<file path="src/rtl/temporal_encoder_pkg.sv">
// Shared constants for the temporal n-gram encoder.
// Build-wide defaults normally come from const.vh; fallbacks below keep the package standalone.
// Optional feature macro: TEMPORAL_NGRAM_COUNT_EN (output-transfer counter).
`ifndef HV_DIMENSION
`define HV_DIMENSION 8
`endif
`ifndef NGRAM_SIZE
`define NGRAM_SIZE 4
`endif
`ifndef NGRAM_COUNT_WIDTH
`define NGRAM_COUNT_WIDTH 16
`endif

package temporal_encoder_pkg;

  localparam int HV_DIM_DEFAULT     = `HV_DIMENSION;
  localparam int NGRAM_SIZE_DEFAULT = `NGRAM_SIZE;
  localparam int NGRAM_COUNT_WIDTH  = `NGRAM_COUNT_WIDTH;

  // Width of the fill counter, which must hold 0..ngram_size-1.
  function automatic int fill_width(input int ngram_size);
    return (ngram_size <= 2) ? 1 : $clog2(ngram_size);
  endfunction

endpackage

</file>
<file path="src/rtl/temporal_encoder_hv_permute.sv">
// Circular permutation of a hypervector by SHIFT positions toward higher index.
// Latency: combinational, zero cycles.
// Backpressure: none (pure wiring).
module hv_permute
  import temporal_encoder_pkg::*;
#(
  parameter int HV_DIM = HV_DIM_DEFAULT,
  parameter int SHIFT  = 1
) (
  input  logic [0:HV_DIM-1] src_dat,
  output logic [0:HV_DIM-1] dst_dat
);

  localparam int SH = SHIFT % HV_DIM;

  // Output bit j takes input bit (j - SHIFT) mod HV_DIM, so the top index wraps to bit 0.
  for (genvar j = 0; j < HV_DIM; j++) begin : g_bit
    assign dst_dat[j] = src_dat[(j + HV_DIM - SH) % HV_DIM];
  end

endmodule

</file>
<file path="src/rtl/temporal_encoder.sv">
// Temporal n-gram encoder: XORs each sample with age-permuted history; TEMPORAL_NGRAM_COUNT_EN adds a transfer counter.
// Latency: one cycle from accept to ValidOut_SO/NGramOut_DO; samples before the history is full emit nothing.
// Backpressure: single output register; ReadyOut_SO = !ValidOut_SO || ReadyIn_SI, so a stalled beat is never overwritten.
module temporal_encoder
  import temporal_encoder_pkg::*;
#(
  parameter int HV_DIM     = HV_DIM_DEFAULT,
  parameter int NGRAM_SIZE = NGRAM_SIZE_DEFAULT
) (
  input  logic              Clk_CI,
  input  logic              Reset_RI,
  input  logic              Clear_SI,
  input  logic              ValidIn_SI,
  output logic              ReadyOut_SO,
  input  logic [0:HV_DIM-1] HypervectorIn_DI,
  output logic              ValidOut_SO,
  input  logic              ReadyIn_SI,
  output logic [0:HV_DIM-1] NGramOut_DO
`ifdef TEMPORAL_NGRAM_COUNT_EN
  ,
  output logic [NGRAM_COUNT_WIDTH-1:0] NGramCount_DO
`endif
);

  localparam int                FILL_W    = fill_width(NGRAM_SIZE);
  localparam logic [FILL_W-1:0] FILL_FULL = FILL_W'(NGRAM_SIZE - 1);
  localparam logic [FILL_W-1:0] FILL_ONE  = FILL_W'(1);

  // hist_q[0] is the most recent previous accepted sample.
  logic [0:HV_DIM-1] hist_q [0:NGRAM_SIZE-2];
  logic [0:HV_DIM-1] tap    [0:NGRAM_SIZE-2];
  logic [FILL_W-1:0] fill_q;
  logic              out_vld_q;
  logic [0:HV_DIM-1] out_dat_q;
  logic [0:HV_DIM-1] ngram_dat;
  logic              accept;
  logic              xfer;
  logic              full;

  assign ReadyOut_SO = !out_vld_q || ReadyIn_SI;
  assign ValidOut_SO = out_vld_q;
  assign NGramOut_DO = out_dat_q;
  assign accept      = ValidIn_SI && ReadyOut_SO;
  assign xfer        = out_vld_q && ReadyIn_SI;
  assign full        = (fill_q == FILL_FULL);

  // History entry k ages by k+1 positions before it joins the n-gram.
  for (genvar k = 0; k < NGRAM_SIZE - 1; k++) begin : g_tap
    hv_permute #(
      .HV_DIM (HV_DIM),
      .SHIFT  (k + 1)
    ) u_perm (
      .src_dat (hist_q[k]),
      .dst_dat (tap[k])
    );
  end

  // Fold the current sample with every permuted history tap.
  always_comb begin
    ngram_dat = HypervectorIn_DI;
    for (int k = 0; k < NGRAM_SIZE - 1; k++) begin
      ngram_dat = ngram_dat ^ tap[k];
    end
  end

  // History shift register; contents beyond fill_q are stale and ignored.
  always_ff @(posedge Clk_CI) begin
    if (Reset_RI) begin
      for (int k = 0; k < NGRAM_SIZE - 1; k++) begin
        hist_q[k] <= '0;
      end
    end else if (accept) begin
      hist_q[0] <= HypervectorIn_DI;
      for (int k = 1; k < NGRAM_SIZE - 1; k++) begin
        hist_q[k] <= hist_q[k-1];
      end
    end
  end

  // Saturating fill count; a clear with a same-cycle accept restarts at one sample.
  always_ff @(posedge Clk_CI) begin
    if (Reset_RI) begin
      fill_q <= '0;
    end else if (Clear_SI) begin
      fill_q <= accept ? FILL_ONE : '0;
    end else if (accept && !full) begin
      fill_q <= fill_q + FILL_ONE;
    end
  end

  // Output register: load on a full-history accept, drop only when the beat transfers.
  always_ff @(posedge Clk_CI) begin
    if (Reset_RI) begin
      out_vld_q <= 1'b0;
      out_dat_q <= '0;
    end else if (accept && full && !Clear_SI) begin
      out_vld_q <= 1'b1;
      out_dat_q <= ngram_dat;
    end else if (xfer) begin
      out_vld_q <= 1'b0;
    end
  end

`ifdef TEMPORAL_NGRAM_COUNT_EN
  logic [NGRAM_COUNT_WIDTH-1:0] count_q;

  assign NGramCount_DO = count_q;

  // Completed output transfers, wrapping; clear wins over a coincident transfer.
  always_ff @(posedge Clk_CI) begin
    if (Reset_RI || Clear_SI) begin
      count_q <= '0;
    end else if (xfer) begin
      count_q <= count_q + NGRAM_COUNT_WIDTH'(1);
    end
  end
`endif

endmodule
</file>
<file path="config.mk">
export PLATFORM = sky130hd
export DESIGN_NAME = temporal_encoder
export DESIGN_NICKNAME = d
export VERILOG_FILES = /design/src/rtl/temporal_encoder_pkg.sv /design/src/rtl/temporal_encoder_hv_permute.sv /design/src/rtl/temporal_encoder.sv
export SDC_FILE = /design/constraint.sdc
export NUM_CORES = 1
export LEC_CHECK = 0
export BUFFER_PORTS_ARGS = -buffer_cell sky130_fd_sc_hd__buf_2
export CAP_MARGIN = 20
export CORE_MARGIN = 4
export CORE_UTILIZATION = 55
export CTS_CLUSTER_SIZE = 24
export DETAILED_ROUTE_END_ITERATION = 6
export PLACE_DENSITY = 0.87
export SETUP_SLACK_MARGIN = 0.2
export SYNTH_ARGS = -nofsm -noshare
export SYNTH_HDL_FRONTEND = slang
export SYNTH_SLANG_ARGS = --single-unit
export TNS_END_PERCENT = 1
</file>
<file path="constraint.sdc">
create_clock -name Clk_CI -period 2.2 [get_ports Clk_CI]
set_input_delay 0.22 -clock Clk_CI [delete_from_list [all_inputs] [get_ports Clk_CI]]
set_output_delay 0.22 -clock Clk_CI [all_outputs]
set_load 0.01 [all_outputs]
</file>
==> flow_summary_export.csv, run 1 <==
group,metric,value,unit
status,status,"finished clean",
placed_design,finalWeightedCongestion,0.770,
yosys,synthXorXnorAreaFrac,12.9,%
global_routing,grt_use_total,14.8,%
layout,area_growth,10.3,%
worst_setup_path,cpLargestDelayFamily,"buffers and inverters",
global_routing,grt_pass1_vias,972,
detailed_routing,drc,0,
timing,finalCriticalPeriod,1.52,ns
yosys,synth_top_family_by_area,"simple AND/OR/NAND/NOR gates",
yosys,syn-num-nets,138,
floorplan,num_rows,19,
yosys,synth.mux.area_fraction,0,%
clocking,clock_latency,0.33,ns
yosys,yosys_warnings,0,
yosys,synth.avg_cell_area,13.2,um2
yosys,synth_top_cell_by_area,"edfxtp_1",
timing,timing.setup.tns,0,ns
clocking,clk_pin_slew_worst_paths,0.09,ns
clocking,cts_setup_buffers,0,
detailed_routing,vias,987,
hold_path,hp-start,"Clear_SI",
worst_setup_path,crit_start,"ValidOut_SO",
detailed_routing,drtAntennaViolNets,0,
power,pwr_density_cell,682,nW/um2
timing,clock.fmax,657,MHz
yosys,synth-simple-area-share,13.1,%
yosys,synth_area_leaders,"edfxtp_1 44%, dfxtp_1 13%, xnor2_1 13%",
placed_design,io_buffers,22,
floorplan,ioPinCount,23,
yosys,yosys.area_share.adder,0.766,%
power,leakage,0.668,nW
timing,finalHoldViolCount,0,
worst_setup_path,critPathMaxStageDelay,0.32,ns
yosys,syn-instance-count,124,
worst_setup_path,crit_buf_inv,2,
clocking,root_buffer,"clkbuf_4",
timing,worst-slew-pin-transition,0.646,ns
clocking,cts_hold_buf,0,
global_routing,grt_max_degree,25,
timing,hold_slack,0.104,ns
floorplan,coreArea,2810,um2
yosys,synth_edf_count,24,
worst_setup_path,critPathKind,"reg -> reg",
global_routing,grt-ovfl-total,0,
yosys,synth-compound-area-share,12.2,%
worst_setup_path,worstPathMaxFanout,24,
worst_setup_path,crit_chain,"nor2b_4, inv_1, a21o_1, buf_4",
detailed_routing,viasPerCell,5.48,
clocking,clkSinkCount,35,
clocking,ctsResizeCount,0,
worst_setup_path,crit_path_end_kind,"flop",
floorplan,die-area,3910,um2
worst_setup_path,start_kind,"flop",
run,maxCapViolCount,0,
yosys,synth_seq_cells,35,
clocking,clockBufferDepth,2,
layout,n_antenna_cell,0,
detailed_routing,drt_iter0_drc,42,
timing,finClkSkew,0.00259,ns
worst_setup_path,cp_slowest_cell,"dfxtp_1",
worst_setup_path,r2r-start,"ValidOut_SO",
clocking,htree_levels,2,
layout,multi_input_area,636,um2
layout,nets,162,
timing,period_share,69.1,%
yosys,synthesis.area,1630,um2
timing,final-setup-viol-count,0,
timing,relSlewSlack,56.8,%
detailed_routing,dr.pass1.iters,4,
worst_setup_path,required,2.22,ns
yosys,yosysTopAreaCellShare,44.1,%
detailed_routing,wirelength,2650,um
timing,slew_viol_final,0,
hold_path,hp-class,"in -> reg",
clocking,cts_inserted_buffers,5,
global_routing,grt_antenna_before_repair,0,
clocking,cts_tree,"yes",
layout,fill_cells,226,
layout,regArea,941,um2
floorplan,floorplan.initialDensity,58.3,%
floorplan,die_h,62.5,um
timing,rsz0062_at_grt,"no",
yosys,ys_types,24,
detailed_routing,wl_per_cell,14.7,um
yosys,synth_common_cells,"24 x and2_1, 24 x edfxtp_1, 24 x xnor2_1, 11 x dfxtp_1",
yosys,async_reset_ff_share,0,%
worst_setup_path,cp.arrival,1.54,ns
yosys,synth_ff_type,"edfxtp_1",
floorplan,die_x,62.5,um
layout,drive_gt1_share,27.5,%
power,ir_drop,0.000476,V
yosys,ys_seq_area_share,57.6,%
global_routing,grt_pass1_wl,4460,um
[through the flow]
stage | power, mW | area, um2 | utilization, % | instances | setup slack, ns
3_5_place_dp | 0.919 | 1750 | 62.4 | 172 | 0.686
2_1_floorplan | 0.879 | 1630 | - | 124 | 0.469
3_3_place_gp | 0.915 | 1750 | 62.4 | 172 | 0.725
6_report | 1.23 | 1800 | 64.2 | 180 | 0.679
4_1_cts | 1.24 | 1800 | 64.2 | 180 | 0.672
5_1_grt | 1.29 | 1800 | 64.2 | 180 | 0.583
[path summary, 6_finish.rpt]
check             endpoint  slack, ns  cells after the start
max          hist_q[0][23]       0.68                      4
min              fill_q[1]       0.10                      2
max reg2reg  hist_q[0][23]       0.68                      4
min reg2reg      fill_q[1]       0.49                      2
[placed cells by master, fill, tap and decap left out]
cell type  Yosys  routed
and2_1        24      24
xnor2_1       24      24
edfxtp_1      24      24
buf_2          2      22
dfxtp_1       11      11
a31oi_1        8       8
a211oi_2       8       8
clkbuf_4       0       5
inv_1          3       3
nor2_1         2       2
a21oi_1        2       2
clkbuf_1       1       2
buf_4          0       2
nor2b_4        1       1
a21o_1         1       1
nor3_4         1       1
nor2b_1        1       1
and3_4         1       1
o211ai_1       1       1
o311ai_0       1       1
nand4b_1       1       1
o31ai_1        1       1
a211oi_1       1       1
ha_1           1       1
clkinv_2       0       1
[cell families after synthesis]
kind of cell	count (synthesis)
flops	35
fa+ha+maj	1
xor+xnor	24
compound gates	23
simple gates	31
buf+inv	10
[power by group]
part           leakage [nW]  internal, mW  switching (mW)
Sequential            0.352         0.739          0.0186
Clock                0.0293         0.124           0.200
Combinational         0.286        0.0693          0.0779
[layout make-up]
cell class / count / area share (%)
Sequential cell: 35 / 52.2
Clock inverter: 1 / 0.278
Inverter: 3 / 0.625
Tap cell: 31 / 2.15
Clock buffer: 7 / 2.50
Multi-Input combinational cell: 79 / 35.3
Timing Repair Buffer: 24 / 6.94
[registers in the layout (all words and copies together) (netlist names)]
register     flops
NGramOut_DO      8
ValidOut_SO      1
fill_q           2
hist_q          24
[routing by layer]
layer | wire length [um] | share of wire, % | global-route usage [%] | up-vias
li1 | - | - | - | 490
met1 | 1240 | 47 | 19.7 | 462
met2 | 1210 | 45 | 21.2 | 28
met3 | 154 | 5.8 | 4.14 | 7
met4 | 56 | 2.1 | 9.09 | 0
met5 | 0 | 0 | 0 | -
Note: power is estimated with default switching activity, not from simulation.
==> run 2: changes to the inputs <==
==> constraint.sdc (replaced) <==
create_clock -name Clk_CI -period 1.4 [get_ports Clk_CI]
set_input_delay 0.14 -clock Clk_CI [delete_from_list [all_inputs] [get_ports Clk_CI]]
set_output_delay 0.14 -clock Clk_CI [all_outputs]
set_load 0.01 [all_outputs]
==> run 2 against run 1 <==
- clock skew increased by 0.014 ns
- cell count increased by 3.3%
- clock power increased by 64%
- critical path type unchanged
- largest cell class unchanged
==> flow_summary_export.csv, run 2 (synthesized netlist as in run 1, its figures left out) <==
group,metric,value,unit
global_routing,grt_use_total,16.0,%
worst_setup_path,crit_path_end_kind,"flop",
worst_setup_path,rr_endpoint,"hist_q[0][21]",
timing,slew_viol_final,0,
global_routing,grt_max_degree,25,
clocking,clk_pin_slew_worst_paths,0.10,ns
worst_setup_path,crit_start,"ValidOut_SO",
timing,relSlewSlack,75.4,%
timing,finClkSkew,0.0163,ns
layout,final_cell_count_no_fill,186,
global_routing,grt_pass1_wl,4710,um
hold_path,min_to,"fill_q[1]",
floorplan,floorplan.initialDensity,58.3,%
timing,finalHoldViolCount,0,
hold_path,hp-start,"Clear_SI",
hold_path,hp-class,"in -> reg",
timing,clock.fmax,806,MHz
timing,period_share,88.6,%
hold_path,hold_depth,2,
clocking,clock_latency,0.34,ns
power,leakage,0.703,nW
power,seq_power_share,60.7,%
placed_design,io_buffers,22,
floorplan,num_rows,19,
layout,regMostFlops,"hist_q",
detailed_routing,wirelength,2860,um
layout,n_antenna_cell,0,
detailed_routing,drt_iter0_drc,60,
power,pwr_density_cell,1040,nW/um2
clocking,cts_inserted_buffers,5,
layout,area_growth,16.1,%
worst_setup_path,rr_worst_depth,5,
layout,largest_reg_flops,24,
power,ir_drop,0.000674,V
clocking,root_buffer,"clkbuf_4",
timing,finalCriticalPeriod,1.24,ns
placed_design,dp_hpwl,1910,um
power,swShare,25.1,%
clocking,clkSinkCount,35,
detailed_routing,dr.pass1.iters,4,
timing,fin_ws,0.159,ns
layout,nets,168,
global_routing,grt-ovfl-total,0,
floorplan,ioPinCount,23,
clocking,cts_hold_buf,0,
timing,final-setup-viol-count,0,
timing,rsz0062_at_grt,"yes",
timing,worst-slew-pin-transition,0.364,ns
timing,timing.setup.tns,0,ns
power,combPwrFrac,12.2,%
power,intPower,1.47,mW
layout,layout_common_cells,"24 x and2_1, 24 x xnor2_1, 24 x edfxtp_1",
worst_setup_path,required,1.50,ns
floorplan,coreArea,2810,um2
floorplan,die_h,62.5,um
detailed_routing,vias,1010,
detailed_routing,viasPerCell,5.43,
detailed_routing,drc,0,
layout,final_area,1900,um2
worst_setup_path,worstPathMaxFanout,24,
placed_design,finalWeightedCongestion,0.820,
worst_setup_path,start_kind,"flop",
detailed_routing,wl_per_cell,15.4,um
detailed_routing,drtAntennaViolNets,0,
worst_setup_path,reg2reg_setup_slack,0.16,ns
power,report.power.total,1.97,mW
placed_design,placed_cell_area,1800,um2
status,status,"finished clean",
floorplan,die_x,62.5,um
clocking,htree_levels,2,
layout,final_util,67.6,%
worst_setup_path,cp.arrival,1.34,ns
power,power.switching,495,uW
global_routing,grt_antenna_before_repair,0,
run,maxCapViolCount,0,
worst_setup_path,r2r-start,"ValidOut_SO",
clocking,cts_tree,"yes",
floorplan,die-area,3910,um2
power,pwr-share-clk,27.1,%
placed_design,placed_cells,175,
placed_design,dp_slack,0.0928,ns
clocking,clockBufferDepth,2,
global_routing,grt_pass1_vias,1012,
timing,hold_slack,0.0510,ns
worst_setup_path,critPathKind,"reg -> reg",
layout,drive_gt1_share,35.5,%
run 2: per-layer routing:
layer	routed length, um	share of wire [%]	GRT usage [%]	up-vias
met5	0	0	0	-
met4	56	2.0	9.92	0
met3	152	5.3	4.68	6
met2	1350	47	25.4	28
met1	1310	46	19.0	476
li1	-	-	-	500
run 2: worst max path at each step:
stage / to / cells after the start
finish: hist_q[0][21] / 5
floorplan: hist_q[0][0] / 4
CTS: hist_q[0][14] / 3
global placement: NGramOut_DO[2] / 5
detailed placement: NGramOut_DO[0] / 5
global route: hist_q[0][6] / 3
run 2: final cells by class:
cell class / count / area [um2]
inverter: 3 / 11.3
clock buffer: 6 / 41.3
tap: 31 / 38.8
clock inverter: 2 / 12.5
fill: 203 / 908
timing repair buffer: 30 / 183
multi-input combinational: 79 / 663
sequential: 35 / 947
run 2: critical path, stage by stage (launching register included):
cell,delay (ns)
dfxtp_2,0.35
nor2b_4,0.17
buf_4,0.15
nor3_4,0.04
buf_12,0.15
and2_1,0.15
run 2: power groups by stage:
stage	logic (mW)	registers (mW)	clock network, mW
after detailed placement	0.237	1.22	0
final	0.241	1.19	0.533
after global routing	0.262	1.20	0.607
after floorplan	0.175	1.21	0
after CTS	0.242	1.19	0.551
after global placement	0.235	1.21	0
run 2: timing repair:
action                     4_1_cts  5_1_grt
gates resized for setup          3        2
pin swaps                        0        1
buffers inserted                 3        0
setup endpoints to repair       33       59
